<file path="src/rtl/adc_multi_capture.sv">
// adc_multi_capture
// Serial-ADC capture engine for a MAX1379-class converter. The block generates
// CNVST/SCLK and shifts NUM_CH data lines in parallel, MSB first. It supports
// single-shot and continuous modes and optional 2^AVG_LOG2 averaging.
// Every register runs on CLOCK_50MHz. SCLK is only a registered output, and all
// conversion activity is qualified by the one-cycle "rise" event.

module adc_multi_capture #(
    parameter int CLK_DIV    = 4,
    parameter int NUM_CH     = 2,
    parameter int ADC_BITS   = 12,
    parameter int OUT_BITS   = 8,
    parameter int LAT_CYCLES = 3,
    parameter int AVG_LOG2   = 0
) (
    input  logic                       CLOCK_50MHz,
    input  logic                       RESET_n,
    input  logic                       START,
    input  logic                       CONT,
    input  logic [NUM_CH-1:0]          ADC_OUT,
    output logic                       ADC_CNVST,
    output logic                       ADC_SCLK,
    output logic                       ADC_CS_N,
    output logic                       ADC_REFSEL,
    output logic                       ADC_SD,
    output logic                       ADC_UB,
    output logic                       ADC_SEL,
    output logic                       BUSY,
    output logic                       DATA_VALID,
    output logic [NUM_CH*OUT_BITS-1:0] DATA_OUT,
    output logic                       OVERRUN
);

    localparam int DIV_W = (CLK_DIV > 2) ? $clog2(CLK_DIV) : 1;
    localparam int CNT_MAX = (LAT_CYCLES > ADC_BITS) ? LAT_CYCLES : ADC_BITS;
    localparam int CNT_W = $clog2(CNT_MAX + 1);
    localparam int ACC_W = ADC_BITS + AVG_LOG2;
    localparam int GRP_W = (AVG_LOG2 > 0) ? AVG_LOG2 : 1;

    localparam logic [DIV_W-1:0] DIV_LAST = DIV_W'(CLK_DIV - 1);
    localparam logic [CNT_W-1:0] LAT_LAST = CNT_W'(LAT_CYCLES - 1);
    localparam logic [CNT_W-1:0] BIT_LAST = CNT_W'(ADC_BITS - 1);
    localparam logic [GRP_W-1:0] GRP_LAST = GRP_W'((1 << AVG_LOG2) - 1);

    typedef enum logic [1:0] {
        ST_IDLE  = 2'd0,
        ST_WAIT  = 2'd1,
        ST_SHIFT = 2'd2,
        ST_DONE  = 2'd3
    } state_t;

    // The averaged result is the top OUT_BITS of the accumulator, which is a
    // truncating divide by 2^AVG_LOG2 followed by dropping the low ADC bits.
    function automatic logic [OUT_BITS-1:0] scale_out(input logic [ACC_W-1:0] acc);
        return acc[ACC_W-1 -: OUT_BITS];
    endfunction

    logic [DIV_W-1:0]                 div_cnt_r;
    logic                             sclk_r;
    logic                             tc_s;
    logic                             rise_s;

    state_t                           state_r;
    state_t                           state_s;
    logic [CNT_W-1:0]                 cnt_r;
    logic                             conv_start_s;
    logic                             cnt_clr_s;
    logic                             cnt_inc_s;
    logic                             shift_en_s;
    logic                             done_s;
    logic                             go_s;

    logic                             pending_r;
    logic                             overrun_r;
    logic                             start_req_s;
    logic                             cnvst_r;
    logic                             busy_r;
    logic                             data_valid_r;

    logic [NUM_CH-1:0][ADC_BITS-1:0]  shift_r;
    logic [NUM_CH-1:0][ACC_W-1:0]     acc_r;
    logic [NUM_CH-1:0][ACC_W-1:0]     acc_sum_s;
    logic [GRP_W-1:0]                 grp_cnt_r;
    logic                             grp_last_s;
    logic [NUM_CH*OUT_BITS-1:0]       data_out_r;
    logic [NUM_CH*OUT_BITS-1:0]       data_out_s;

    assign tc_s        = (div_cnt_r == DIV_LAST);
    assign rise_s      = tc_s & ~sclk_r;
    assign start_req_s = START & ~CONT;
    assign grp_last_s  = (grp_cnt_r == GRP_LAST);
    assign go_s        = CONT | pending_r | (grp_cnt_r != {GRP_W{1'b0}});

    // SCLK divider: toggle SCLK each time the counter reaches its terminal count.
    always_ff @(posedge CLOCK_50MHz) begin
        if (!RESET_n) begin
            div_cnt_r <= {DIV_W{1'b0}};
            sclk_r    <= 1'b0;
        end else if (tc_s) begin
            div_cnt_r <= {DIV_W{1'b0}};
            sclk_r    <= ~sclk_r;
        end else begin
            div_cnt_r <= div_cnt_r + DIV_W'(1);
        end
    end

    // FSM state register.
    always_ff @(posedge CLOCK_50MHz) begin
        if (!RESET_n) begin
            state_r <= ST_IDLE;
        end else begin
            state_r <= state_s;
        end
    end

    // FSM next state and datapath strobes. Everything advances only on rise events.
    always_comb begin
        state_s      = state_r;
        conv_start_s = 1'b0;
        cnt_clr_s    = 1'b0;
        cnt_inc_s    = 1'b0;
        shift_en_s   = 1'b0;
        done_s       = 1'b0;
        case (state_r)
            ST_IDLE: begin
                if (rise_s && go_s) begin
                    conv_start_s = 1'b1;
                    cnt_clr_s    = 1'b1;
                    state_s      = ST_WAIT;
                end else begin
                    state_s = ST_IDLE;
                end
            end
            ST_WAIT: begin
                if (rise_s) begin
                    if (cnt_r == LAT_LAST) begin
                        cnt_clr_s = 1'b1;
                        state_s   = ST_SHIFT;
                    end else begin
                        cnt_inc_s = 1'b1;
                        state_s   = ST_WAIT;
                    end
                end else begin
                    state_s = ST_WAIT;
                end
            end
            ST_SHIFT: begin
                if (rise_s) begin
                    shift_en_s = 1'b1;
                    if (cnt_r == BIT_LAST) begin
                        cnt_clr_s = 1'b1;
                        state_s   = ST_DONE;
                    end else begin
                        cnt_inc_s = 1'b1;
                        state_s   = ST_SHIFT;
                    end
                end else begin
                    state_s = ST_SHIFT;
                end
            end
            ST_DONE: begin
                if (rise_s) begin
                    done_s  = 1'b1;
                    state_s = ST_IDLE;
                end else begin
                    state_s = ST_DONE;
                end
            end
            default: begin
                state_s = ST_IDLE;
            end
        endcase
    end

    // Rise counter shared by the latency wait and the data shift phases.
    always_ff @(posedge CLOCK_50MHz) begin
        if (!RESET_n) begin
            cnt_r <= {CNT_W{1'b0}};
        end else if (cnt_clr_s) begin
            cnt_r <= {CNT_W{1'b0}};
        end else if (cnt_inc_s) begin
            cnt_r <= cnt_r + CNT_W'(1);
        end else begin
            cnt_r <= cnt_r;
        end
    end

    // Per-channel shift registers. Each one takes ADC_OUT[k] MSB first on shift rises.
    always_ff @(posedge CLOCK_50MHz) begin
        if (!RESET_n) begin
            shift_r <= '0;
        end else if (shift_en_s) begin
            for (int k = 0; k < NUM_CH; k++) begin
                shift_r[k] <= {shift_r[k][ADC_BITS-2:0], ADC_OUT[k]};
            end
        end else begin
            shift_r <= shift_r;
        end
    end

    // Running sums that include the just-finished sample, and the scaled result fields.
    always_comb begin
        acc_sum_s  = '0;
        data_out_s = '0;
        for (int k = 0; k < NUM_CH; k++) begin
            acc_sum_s[k] = acc_r[k] + ACC_W'(shift_r[k]);
            data_out_s[k*OUT_BITS +: OUT_BITS] = scale_out(acc_sum_s[k]);
        end
    end

    // Accumulate each conversion. Publish the result and strobe DATA_VALID when the group closes.
    always_ff @(posedge CLOCK_50MHz) begin
        if (!RESET_n) begin
            acc_r        <= '0;
            grp_cnt_r    <= {GRP_W{1'b0}};
            data_out_r   <= {(NUM_CH*OUT_BITS){1'b0}};
            data_valid_r <= 1'b0;
        end else begin
            data_valid_r <= done_s & grp_last_s;
            if (done_s) begin
                if (grp_last_s) begin
                    acc_r      <= '0;
                    grp_cnt_r  <= {GRP_W{1'b0}};
                    data_out_r <= data_out_s;
                end else begin
                    acc_r     <= acc_sum_s;
                    grp_cnt_r <= grp_cnt_r + GRP_W'(1);
                end
            end
        end
    end

    // CNVST and BUSY. BUSY stays up across an unfinished averaging group.
    always_ff @(posedge CLOCK_50MHz) begin
        if (!RESET_n) begin
            cnvst_r <= 1'b1;
            busy_r  <= 1'b0;
        end else if (conv_start_s) begin
            cnvst_r <= 1'b0;
            busy_r  <= 1'b1;
        end else if (done_s) begin
            cnvst_r <= 1'b1;
            busy_r  <= ~grp_last_s;
        end else begin
            cnvst_r <= cnvst_r;
            busy_r  <= busy_r;
        end
    end

    // One-deep request holder. A second request while one is held sets the sticky overrun flag.
    always_ff @(posedge CLOCK_50MHz) begin
        if (!RESET_n) begin
            pending_r <= 1'b0;
            overrun_r <= 1'b0;
        end else begin
            if (start_req_s) begin
                pending_r <= 1'b1;
            end else if (conv_start_s) begin
                pending_r <= 1'b0;
            end
            if (start_req_s && pending_r) begin
                overrun_r <= 1'b1;
            end
        end
    end

    assign ADC_CNVST  = cnvst_r;
    assign ADC_SCLK   = sclk_r;
    assign ADC_CS_N   = 1'b0;
    assign ADC_REFSEL = 1'b1;
    assign ADC_SD     = 1'b0;
    assign ADC_UB     = 1'b0;
    assign ADC_SEL    = 1'b0;
    assign BUSY       = busy_r;
    assign DATA_VALID = data_valid_r;
    assign DATA_OUT   = data_out_r;
    assign OVERRUN    = overrun_r;

endmodule

</file>
<file path="config.mk">
export PLATFORM = sky130hd
export DESIGN_NAME = adc_multi_capture
export DESIGN_NICKNAME = d
export VERILOG_FILES = /design/src/rtl/adc_multi_capture.sv
export SDC_FILE = /design/constraint.sdc
export NUM_CORES = 1
export LEC_CHECK = 0
export CAP_MARGIN = 5
export CORE_UTILIZATION = 45
export CTS_CLUSTER_DIAMETER = 50
export DETAILED_ROUTE_END_ITERATION = 6
export GPL_TIMING_DRIVEN = 0
export PLACE_DENSITY = 0.68
export SYNTH_ARGS = -nofsm -noshare
export SYNTH_HDL_FRONTEND = slang
export SYNTH_SLANG_ARGS = --single-unit
</file>
<file path="constraint.sdc">
create_clock -name CLOCK_50MHz -period 3.3 [get_ports CLOCK_50MHz]
set_input_delay 0.66 -clock CLOCK_50MHz [delete_from_list [all_inputs] [get_ports CLOCK_50MHz]]
set_output_delay 0.66 -clock CLOCK_50MHz [all_outputs]
set_load 0.005 [all_outputs]
</file>
# --- Word level (Yosys, flattened, before mapping) ---
# Index checks and enable logic that the tools add are counted.
word_totals:
  rom_bits: 0
  ram_bits: 0
  latchBits: 0
  register_bits: 79
  inputBits: 6
  n_memories: 0
op_classes:
  n_mul: 0
  reduce_logical: 8
  shift: 0
  n_lt_le_gt_ge: 0
  eq_ne: 6
  div: 0
  add_sub_neg: 5
  n_bitwise: 9
  mux: 30
op_table:
  columns: ["cell", "count"]
  rows:
  - ["$add A12 B12 Y12", 2]
  - ["$mux W24", 1]
  - ["$mux W1", 22]
  - ["$mux W2", 4]
  - ["$pmux W2 S4", 1]
  - ["$eq A2 B2 Y1 const B", 3]
  - ["$add A4 B1 Y4 const B", 1]
  - ["$eq A4 B2 Y1 const B", 1]
  - ["$eq A4 B4 Y1 const B", 1]
  - ["$not A1 Y1", 4]
  - ["$reduce_bool A2 Y1", 2]
  - ["$reduce_or A2 Y1", 2]
  - ["$and A1 B1 Y1", 3]
  - ["$pmux W1 S3", 1]
  - ["$add A2 B1 Y2 const B", 1]
  - ["$eq A2 B1 Y1 const B", 1]
  - ["$logic_and A1 B1 Y1", 2]
  - ["$logic_not A2 Y1", 1]
  - ["$or A1 B1 Y1", 2]
  - ["$pmux W1 S2", 1]
  - ["$reduce_and A2 Y1", 1]
  - ["$add A1 B1 Y1 const B", 1]

# --- Longest topological paths before layout ---
# Gate-level depths: netlist of the first run.
depth:
  depth_word: 7
  depth_mapped: 8
  mapped_depth_nobuf: 6

# --- Worst setup path after synthesis of the first run ---
# No wires, ideal clock.
synth_path:
  kind: "register -> register"
  from: "register state_r[0]"
  to: "register cnt_r[0]"
  period_less_slack_ns: 1.549
  path_stages_with_launch: 7
  setup_time_ns: 0.126
  t_required_ns: 3.174
  path_slack_ns: 1.751
  arrival_time_ns: 1.423
  path_buffers: 0
  path_cell_list: "dfxtp_1 inv_1 ha_1 nor4b_4 nor2_2 o311ai_4 nor2_2"
synth_via:
  elab_chain_cells: 3
  elab_cells_between_ends: 6
  classes_between: "eq/ne (2); mux (2); reduce/logical (2)"
synth_lines:
  columns: ["element", "line", "text"]
  rows:
  - ["from (decl)", "63", "state_t state_r;"]
  - ["from (signal assigned)", "112", "state_r <= state_s;"]
  - ["$eq A2 B2 Y1, or another cell as far along", "124", "case (state_r)"]
  - ["$pmux W1 S3", "124", null]
  - ["$reduce_or A2 Y1 (no line)", null, null]
  - ["to (signal assigned)", "178", "cnt_r <= {CNT_W{1'b0}};"]
  - ["to (signal assigned)", "180", "cnt_r <= {CNT_W{1'b0}};"]
  - ["to (signal assigned)", "182", "cnt_r <= cnt_r + CNT_W'(1);"]
  - ["to (decl)", "65", "logic [CNT_W-1:0] cnt_r;"]
# Parallel ways exist; a longest one is shown, timed or not.
# A chain may end at the register's enable or synchronous reset.

# --- Worst setup path in the final report of the first run ---
layout_path:
  from: "register sclk_r (netlist: ADC_SCLK)"
  to: "output port ADC_SCLK"
layout_lines:
  columns: ["element", "line", "text"]
  rows:
  - ["from (decl)", "59", "logic sclk_r;"]
  - ["from (signal assigned)", "101", "sclk_r <= ~sclk_r;"]
  - ["to (decl)", "22", "output logic ADC_SCLK,"]
# No word-level cell between the ends.

==> impl_metrics.tcl, run 1 <==
set metrics [dict create \
    status "finished, final reports clean" \
    hold_slack_ns 0.431 \
    drt_drc_violations_left 0 \
    die_width_um 73.7 \
    hold_viol 0 \
    wl_per_cell_um 11.9 \
    grt_pass1_wl_um 7070 \
    skew_ns 0.0143 \
    io_buffers 26 \
    critical_path.max_stage_delay_ns 0.52 \
    switching_share_pct 20.9 \
    reg2reg_slack_ns 1.55 \
    numClockSinks 54 \
    synth_top_area_cell "dfxtp_1" \
    drt-total-wl_um 4320 \
    grtUsageTotal_pct 17.2 \
    rsz0062_at_grt "false" \
    nets 308 \
    p_comb_share_pct 5.2 \
    syn_area_per_cell_sq_um 8.96 \
    cap_violations 0 \
    finalSetupViolations 0 \
    p_int_mw 0.942 \
    crit_type "reg -> out" \
    clock-root-buffer "clkbuf_8" \
    crit_path_top_delay_cell "clkdlybuf4s50_1" \
    post_cts_resized 0 \
    fillers 466 \
    synth_area_leaders "dfxtp_1 (47%), nand2_1 (13%), a21boi_1 (13%)" \
    ir_drop_v 0.000341 \
    p_sw_mw 0.249 \
    fmax_mhz 532 \
    cp.arrival_ns 1.22 \
    synth_edf_count 0 \
    row_count 25 \
    core_area_sq_um 4820 \
    leakage_nw 0.960 \
    pre_cts_ws_ns 1.28 \
    yosys.area.top_type_share_pct 46.8 \
    firstDrtPassIters 4 \
    htree_levels 2 \
    area_growth_pct 20.6 \
    power.clock.fraction_pct 39.1 \
    grt_overflow 0 \
    r2r_start "state_r[0]" \
    fin_crit_sh_pct 57.0 \
    die_y_um 73.7 \
    antenna_found_initial 0 \
    cts_hold_buf 0 \
    cp-endpoint "ADC_SCLK" \
    fin_crit_ns 1.88 \
    cpLargestDelayFamily "buffers and inverters" \
    cts_buffers 5 \
    postRouteAntennaNets 0 \
    cp-start-kind "flop" \
    place_congestion 0.758 \
    min_path_type "reg -> reg" \
    yosysSeqAreaShare_pct 46.8 \
    clkTransAtPathRegs_ns 0.09 \
    clock_latency_ns 0.31 \
    crit_chain "clkdlybuf4s50_1" \
    syn-cell-area_sq_um 2310 \
    synth.ff_latch_count 54 \
    drv_slew 0 \
    end_kind "output port" \
    p_per_area_nw_per_um2 427 \
    path_max_fanout 5 \
    ys_warn_count 0 \
    synthCells 258 \
    cts_buffer_depth 2 \
    dr.first_iter.drc_count 122 \
    floorplan.initialDensity_pct 48.0 \
    critical_path_depth 1 \
    total_power_mw 1.19 \
    synthArstFlopShare_pct 0 \
    grt_pass1_vias 1533 \
    die-area_sq_um 5430 \
    crit_required_ns 2.64 \
    layout_setup_ws_ns 1.42 \
    setup_tns_ns 0 \
    startpoint "ADC_SCLK" \
    rr_worst_depth 6 \
    cts_tree "built" \
    drive_gt1_share_pct 11.9 \
    vias 1735 \
    antennaDiodeCount 0 \
    grt_max_degree 18 \
    hpwl_um 3050 \
    ys_types 43 \
    seqPwrFrac_pct 55.6 \
    viasPerCell 4.79 \
    r2r_end "cnt_r[0]" \
    num_io_pins 32 \
    critPathBufInv 1 \
    ys.flop_type "dfxtp_1" \
    postCtsSetupRepairBufs 0 \
]
[power groups by stage]
stage	sequential, mW	clock (mW)	combinational, mW
after floorplan	0.677	0	0.0411
after global placement	0.678	0	0.0625
after detailed placement	0.678	0	0.0630
after CTS	0.663	0.481	0.0633
after global routing	0.664	0.505	0.0691
final	0.663	0.466	0.0623
[routing by layer]
metal,part of all wire (%),vias to the layer above,GRT usage (%)
met5,0,-,0
met4,1.3,0,5.77
met3,3.0,6,3.98
met2,46,24,27.0
met1,50,795,23.4
li1,-,910,-
[sequential cells by signal (all words and copies together), names as in the netlist]
signal	cells
BUSY	1
cnt_r	4
state_r	2
pending_r	1
DATA_VALID	1
shift_r	24
div_cnt_r	2
DATA_OUT	16
ADC_SCLK	1
OVERRUN	1
ADC_CNVST	1
[worst min path at each step]
stage                 startpoint      endpoint  slack, ns  depth (start not counted)
floorplan           div_cnt_r[0]  div_cnt_r[0]       0.40                          1
global placement    div_cnt_r[0]  div_cnt_r[0]       0.42                          1
detailed placement  div_cnt_r[0]  div_cnt_r[0]       0.42                          1
CTS                 div_cnt_r[0]  div_cnt_r[0]       0.44                          1
global route        div_cnt_r[0]  div_cnt_r[0]       0.46                          1
finish              div_cnt_r[0]  div_cnt_r[0]       0.43                          1
[synthesized netlist by cell type (2+ instances only)]
| library cell | instances |
|---|---|
| nor3b_1 | 2 |
| nor2b_1 | 2 |
| nor2_1 | 2 |
| nand2_2 | 2 |
| nor2_2 | 3 |
| conb_1 | 2 |
| a21boi_1 | 41 |
| and2_1 | 2 |
| a31oi_1 | 2 |
| a21oi_1 | 2 |
| nand3b_1 | 2 |
| ha_1 | 8 |
| clkbuf_1 | 5 |
| and3_1 | 2 |
| buf_6 | 2 |
| o21ai_0 | 2 |
| nand2_1 | 83 |
| nand2b_1 | 3 |
| buf_2 | 5 |
| dfxtp_1 | 54 |
| inv_1 | 4 |
| buf_4 | 7 |
[cell type report]
cell class              instances  area (sq um)  area share, %
inverters                       5          18.8          0.673
clock inverters                 2          38.8           1.39
clock buffers                   6          82.6           2.96
plain buffers                  19           119           4.26
repair buffers                 26           260           9.34
multi-input cells             183          1100           39.6
well taps                      67          83.8           3.01
flip-flops and latches         54          1080           38.8
[per-stage QoR]
stage / area (sq um) / util (%) / std cells
2_1_floorplan: 2320 / - / 261
3_3_place_gp: 2670 / 55.4 / 354
3_5_place_dp: 2670 / 55.4 / 354
4_1_cts: 2790 / 57.9 / 362
5_1_grt: 2790 / 57.9 / 362
6_report: 2790 / 57.9 / 362
[layout by cell type (no fill, tap or decap), types with 2 or more instances in the layout]
master / count
nand2_1: 83
dfxtp_1: 54
a21boi_1: 41
clkdlybuf4s50_1: 26
ha_1: 8
buf_4: 7
clkbuf_8: 6
clkbuf_1: 5
buf_2: 5
conb_1: 5
inv_1: 4
nand2b_1: 3
nor2_2: 3
nor3b_1: 2
nand3b_1: 2
o21ai_0: 2
and2_1: 2
buf_6: 2
nand2_2: 2
and3_1: 2
nor2_1: 2
nor2b_1: 2
a21oi_1: 2
a31oi_1: 2
[logic make-up (layout without fill, tap and decap cells)]
| logic type | Yosys count | in the layout | synth area share, % |
|---|---|---|---|
| adders and majority gates | 8 | 8 | 4.33 |
| xor gates and xnor gates | 1 | 1 | 0.379 |
| other | 2 | 5 | 0.325 |
| buffers and inverters | 24 | 58 | 5.96 |
| DFF | 54 | 54 | 46.8 |
| AOI/OAI and AO/OA | 57 | 57 | 19.1 |
| and+or+nand+nor | 112 | 112 | 23.1 |
No activity file was read; power rests on OpenSTA's default activity.
==> inputs of run 2 (changes only) <==
- clock period: 3.3 -> 1.9 ns (I/O delays scaled with it)
==> results of run 2 <==
Same layout as run 1 (identical final DEF). Status: finished, final reports clean.
Among the figures that moved: setup slack after placement 1.28 ns -> 0.164 ns; clock-pin slew on the worst setup and hold paths 0.09 ns -> 0.10 ns; setup slack after layout 1.42 ns -> 0.153 ns; start point of the critical path ADC_SCLK -> state_r[0]; end point of the critical path ADC_SCLK -> cnt_r[0]; register-to-register setup slack 1.55 ns -> 0.15 ns; total power 1.19 mW -> 2.07 mW; worst IR drop on VDD 0.000341 V -> 0.000592 V
